## src/rtl/qei_speed.sv

```systemverilog
// QEI speed sampler: signed position delta per fixed period, valid/ready out.
// Define SPEED_AVG_EN to output the arithmetic mean of the last 4 deltas.
module qei_speed #(
  parameter int nbits  = 16,
  parameter int period = 48000
) (
  input  logic             clk,
  input  logic             rst,
  input  logic             en,
  input  logic             clr,
  input  logic [nbits-1:0] qei,
  output logic [nbits-1:0] speed,
  output logic             valid,
  input  logic             ready,
  output logic             ovf
);

  localparam int CW = 24;

  typedef enum logic {
    PRIME,
    RUN
  } state_t;

  state_t           state;
  state_t           stateNext;
  logic [CW-1:0]    cnt;
  logic             tick;
  logic             load;
  logic             emit;
  logic [nbits-1:0] prev;
  logic [nbits-1:0] delta;
  logic [nbits-1:0] sample;

  assign tick  = en && (cnt == CW'(period - 1));
  // modular subtract: wrap-around lands in the signed range
  assign delta = qei - prev;

  always_comb begin
    stateNext = state;
    load      = 1'b0;
    emit      = 1'b0;
    if (tick) begin
      load = 1'b1;
      unique case (state)
        PRIME: stateNext = RUN;
        RUN:   emit = 1'b1;
      endcase
    end
  end

`ifdef SPEED_AVG_EN
  logic [nbits-1:0]   h0, h1, h2;
  logic [nbits+1:0]   sum;

  assign sum =
    {{2{delta[nbits-1]}}, delta} +
    {{2{h0[nbits-1]}}, h0} +
    {{2{h1[nbits-1]}}, h1} +
    {{2{h2[nbits-1]}}, h2};
  // arithmetic shift by 2, truncated to nbits
  assign sample = sum[nbits+1:2];

  always_ff @(posedge clk) begin
    if (rst || clr) begin
      h0 <= '0;
      h1 <= '0;
      h2 <= '0;
    end else if (emit) begin
      h0 <= delta;
      h1 <= h0;
      h2 <= h1;
    end
  end
`else
  assign sample = delta;
`endif

  always_ff @(posedge clk) begin
    if (rst) begin
      state <= PRIME;
      cnt   <= '0;
      prev  <= '0;
      speed <= '0;
      valid <= 1'b0;
      ovf   <= 1'b0;
    end else if (clr) begin
      state <= PRIME;
      cnt   <= '0;
      speed <= '0;
      valid <= 1'b0;
      ovf   <= 1'b0;
    end else begin
      state <= stateNext;
      if (en) begin
        cnt <= tick ? '0 : cnt + CW'(1);
      end
      if (load) begin
        prev <= qei;
      end
      if (emit) begin
        speed <= sample;
        valid <= 1'b1;
        if (valid && !ready) begin
          ovf <= 1'b1;
        end
      end else if (valid && ready) begin
        valid <= 1'b0;
      end
    end
  end

endmodule

```

## config.mk

```make
export PLATFORM = sky130hd
export DESIGN_NAME = qei_speed
export DESIGN_NICKNAME = d
export VERILOG_FILES = /design/src/rtl/qei_speed.sv
export SDC_FILE = /design/constraint.sdc
export NUM_CORES = 1
export LEC_CHECK = 0
export CAP_MARGIN = 20
export CELL_PAD_IN_SITES_DETAIL_PLACEMENT = 1
export CELL_PAD_IN_SITES_GLOBAL_PLACEMENT = 2
export CORE_UTILIZATION = 36
export CTS_CLUSTER_SIZE = 30
export DETAILED_ROUTE_END_ITERATION = 6
export PLACE_DENSITY = 0.83
export SYNTH_ARGS = -nofsm -noshare
export SYNTH_HDL_FRONTEND = slang
export SYNTH_SLANG_ARGS = --single-unit
```

## constraint.sdc

```tcl
create_clock -name clk -period 6.9 [get_ports clk]
set_clock_uncertainty 0.15 [all_clocks]
set_input_delay 1.38 -clock clk [delete_from_list [all_inputs] [get_ports clk]]
set_output_delay 1.38 -clock clk [all_outputs]
set_load 0.1 [all_outputs]
```

# Word level (Yosys, flattened, before mapping)
# Cells that the tools add are included.
[classes] muxes=6 bitwise_logic=1 add_sub_neg=2 eq_ne=1 reduce_logical=8
[ops] operator="$add A24 B1 Y24 const B" n=1
[ops] operator="$eq A24 B16 Y1 const B" n=1
[ops] operator="$mux W24" n=1
[ops] operator="$sub A16 B16 Y16" n=1
[ops] operator="$mux W1" n=5
[ops] operator="$reduce_and A2 Y1" n=2
[ops] operator="$logic_and A1 B1 Y1" n=3
[ops] operator="$reduce_bool A2 Y1" n=1
[ops] operator="$reduce_or A2 Y1" n=1
[ops] operator="$logic_not A1 Y1" n=1
[ops] operator="$not A1 Y1" n=1
[word_totals] in_bits=21 regBits=59 elab_cells=24 output_inout_bits=18

# Depth between registers and ports, before layout
[depth] depth_word=4 ltp_mapped=9

# Worst setup path before layout
# OpenSTA, ideal clock, no wires.
[synth_timing] path_type="input port to flip-flop" from="input qei[0]" to="register speed[14]" arrival_time_ns=3.275 stages=9 path_buffers=0 required_ns=6.628 setup_time_ns=0.122 setup_slack_ns=3.353 cell_sequence="inv_1 -> ha_1 -> fa_1 -> nor2b_1 -> o2111ai_1 -> a211oi_1 -> o21ai_0 -> and3_1 -> a311o_1"
[synth_between] elab_chain_len=1
[synth_rtl] item="from (decl)" line_no="11" text="input logic [nbits-1:0] qei,"
[synth_rtl] item="$sub A16 B16 Y16" line_no="37" text="assign delta = qei - prev;"
[synth_rtl] item="to (signal assigned)" line_no="102" text="speed <= sample;"
[synth_rtl] item="to (decl)" line_no="12" text="output logic [nbits-1:0] speed,"
# No other way between the ends.
# A chain may end at the register's enable or synchronous reset.

# Worst setup path after layout
# Ends and elaborated chain as after synthesis.

==> metrics.log <==
[metrics] CTS-repair resized insts: 0
[metrics] Clock Latency Late Sink: roughly 0.34 ns
[metrics] number of levels the H-tree was split into: 3
[metrics] WL per Instance: about 15 um
[metrics] final HPWL from detailed placement: roughly 5700 um
[metrics] most common library cells after synthesis: dfxtp_1 (59), nand2_1 (59), a21oi_1 (41)
[metrics] cell area after placement: ~3600 um2
[metrics] Clk pin slew, worst setup/hold paths: 0.07 ns
[metrics] library cells used by synthesis: slightly below 50
[metrics] number of enable-type register cells in the synthesized netlist: 0
[metrics] Setup crit end kind: flop
[metrics] fraction of the yosys area taken by sequential cells: roughly 38%
[metrics] number of global-route vias before repair: 2833
[metrics] Final Critical Period: between 3 and 4 ns
[metrics] synth top area cells: dfxtp_1 (38%), nand2_1 (7.0%), a21oi_1 (6.5%), ha_1 (6.4%), xor2_1 (4.5%)
[metrics] Post-Syn Nets: 420
[metrics] number of clock buffers inserted by TritonCTS: 9
[metrics] clock tree from TritonCTS: yes
[metrics] cell type with the highest aggregate area in the netlist: dfxtp_1
[metrics] Final setup viols: 0
[metrics] combined buffer and inverter count along the critical path: 2
[metrics] DRC: 0
[metrics] type of origin of the critical path: input port
[metrics] grt ovf: 0
[metrics] LEAKAGE: approximately 1.3 nW
[metrics] total standard cell area after synthesis: 3150 um2
[metrics] worst-case clock buffer depth: 2
[metrics] final weighted congestion of routability-driven global placement: around 0.74
[metrics] final total negative setup slack: 0 ns
[metrics] wire length reported by the detailed router: approximately 7900 um
[metrics] Crit path required time: 6.97 ns
[metrics] global-route wire length before repair: 13000 um
[metrics] combined area of the multi-input logic cells: 1820 um2
[metrics] synthesized netlist cell count: between 300 and 400
[metrics] outcome: finished, final reports clean
[metrics] global routing usage summed across all routing layers: a little under a fifth
[metrics] ports placed on the boundary: 39
[metrics] # port buffers: 38
[metrics] most used flip-flop cell after synthesis: dfxtp_1
[metrics] Finished Core Util: approximately 46%
[metrics] die footprint: between 9000 and 10000 um2
[metrics] worst supply voltage drop on vdd: around 0.11 mV
[metrics] Area growth, synth to finish: 22.6%
[metrics] Max Freq: between 0.2 and 0.3 GHz
[metrics] cell with the biggest individual delay on the critical path: clkdlybuf4s50_1
[metrics] library cell used as clock root buffer: clkbuf_8
[metrics] standard-cell rows: 33
[metrics] number of violations of the max-capacitance limit: 0
[metrics] Slew headroom: between 30% and 40%
[metrics] highest cell delay on the worst timing path: approximately 0.48 ns
[metrics] share of Yosys cell area claimed by the top area cell type: between 30% and 40%
[metrics] Pins Over Slew Limit: 0
[metrics] remaining antenna violation count after routing: 0
[metrics] sequential cell area: between 1000 and 1500 um2
[metrics] kind of cell adding the most delay to the critical path: compound AO/OA/AOI/OAI gates
[metrics] async set-reset flop share out of synthesis: 0%
[metrics] final worst setup slack: 2.95 ns
[metrics] RSZ-0062 raised after global routing: false
[metrics] CTS Sinks: 59
[metrics] cell area power density: about 210 nW/um2
[metrics] share of layout cells above drive strength 1: 7.09%
[metrics] routed via count divided by cell count: 5.26
[metrics] Hold Buf Count CTS: 0
[metrics] total via count after detailed routing: roughly 2800
[metrics] pin count of the biggest net entering global routing: 23
[metrics] Min-Delay Path Class: flop to flop
[metrics] initial core utilization: 37.7%
[metrics] cell area after layout: about 3900 um2
[metrics] standard cell core area: 8340 um2
[metrics] Die Y-Extent: between 90 and 100 um
[metrics] Setup Slack @ Placement: 2.59 ns
[metrics] data arrival time of the worst path: 4.03 ns
[metrics] Die Wd: about 95 um
[metrics] Mean Syn Cell Area: 8.24 um2
[metrics] number of setup buffers added after CTS: 0
[metrics] Initial DRT Pass Iterations: 4
[metrics] number of fill cells: 1008
[metrics] startpoint-to-endpoint class of the critical path: input port to flop
[metrics] critical path cell sequence: clkdlybuf4s50_1 > inv_1 > ha_1 > fa_1 > nor2b_1 > o2111ai_1 > a211oi_1 > o21ai_0 > and3_1 > a311o_1
[metrics] number of antenna violations at the first check in global routing: 0
[metrics] crit path max fanout: 5
[metrics] count of nets after finishing: between 400 and 500
[metrics] slew at the pin closest to its max-slew limit: 1.02 ns
[metrics] number of antenna cells inserted: 0
[metrics] starting DRC count in detailed routing: between 70 and 80
[metrics] number of warnings issued by yosys: 0
[metrics] Power Total: a little over 0.8 mW
[metrics] final hold violations: 0
[metrics] final cycle utilization of the critical path: between 50 and 60%
[metrics] number of synthesized register bits: 59
## power breakdown
group	switching (mW)	leakage, nW	internal [mW]	total [mW]
combinational	0.0327	0.718	0.0258	0.0585
sequential	0.000603	0.475	0.341	0.341
clock	0.139	0.133	0.269	0.409
## registers in the layout (all words and copies together) (netlist names)
signal,cells
cnt,24
ovf,1
prev,16
speed,16
state,1
valid,1
## layer usage
| layer | wire [um] | GRT usage, % | vias to the layer above |
|---|---|---|---|
| met1 | 3610 | 21.4 | 1339 |
| met4 | 83 | 5.47 | 0 |
| met2 | 4010 | 34.2 | 35 |
| met5 | 0 | 0 | - |
| li1 | - | - | 1395 |
| met3 | 211 | 4.86 | 8 |
## layout by cell type (no fill, tap or decap), drive strengths merged, types with 3 or more instances in the layout
master	synthesis	routed
xor2	16	16
o21ai	9	9
nor2	35	35
o211ai	6	6
and4	3	3
o21a	8	8
clkbuf	7	12
inv	19	19
and3	11	11
nor3	6	6
clkdlybuf4s50	0	38
a21o	4	4
nor2b	3	3
nand4	8	8
a211oi	3	3
xnor2	10	10
or3	4	4
nor4	4	4
dfxtp	59	59
a21oi	41	41
nand2b	7	7
nand3	17	17
ha	16	16
nand2	59	59
bufinv	0	3
## metrics by stage
stage,hold WS [ns],cells
3_3_place_gp,0.289,511
4_1_cts,0.310,528
5_1_grt,0.331,528
6_report,0.308,528
3_5_place_dp,0.301,512
2_1_floorplan,0.282,382
## cells by family (layout without fill, tap and decap cells)
| family | Yosys count | in the layout | synth area share [%] |
|---|---|---|---|
| simple gates | 165 | 165 | 26.8 |
| compound gates | 80 | 80 | 16.4 |
| flops | 59 | 59 | 37.5 |
| buf+inv | 34 | 75 | 4.65 |
| xor+xnor | 26 | 26 | 7.24 |
| fa+ha+maj | 17 | 17 | 7.00 |
| mux | 1 | 1 | 0.318 |
## layout make-up
class / count / area share, %
Multi-Input combinational cell: 289 / 47.1
Tap cell: 105 / 3.40
Inverter: 19 / 1.85
Sequential cell: 59 / 30.6
Clock inverter: 4 / 2.46
Clock buffer: 12 / 4.28
Timing Repair Buffer: 40 / 10.2
## final timing paths
kind / slack (ns) / startpoint / to / cells past startpoint
max: 2.95 / qei[0] / speed[14] / 10
min: 0.31 / prev[10] / prev[10] / 2
max reg2reg: 4.22 / prev[0] / speed[14] / 8
min reg2reg: 0.31 / prev[10] / prev[10] / 2
## tightest hold or removal path, cell delays in order (launching register included)
cell and delay [ns]:
dfxtp_1 0.31, nand2_1 0.05, a21oi_1 0.05
Note: power is estimated with default switching activity, not from simulation.
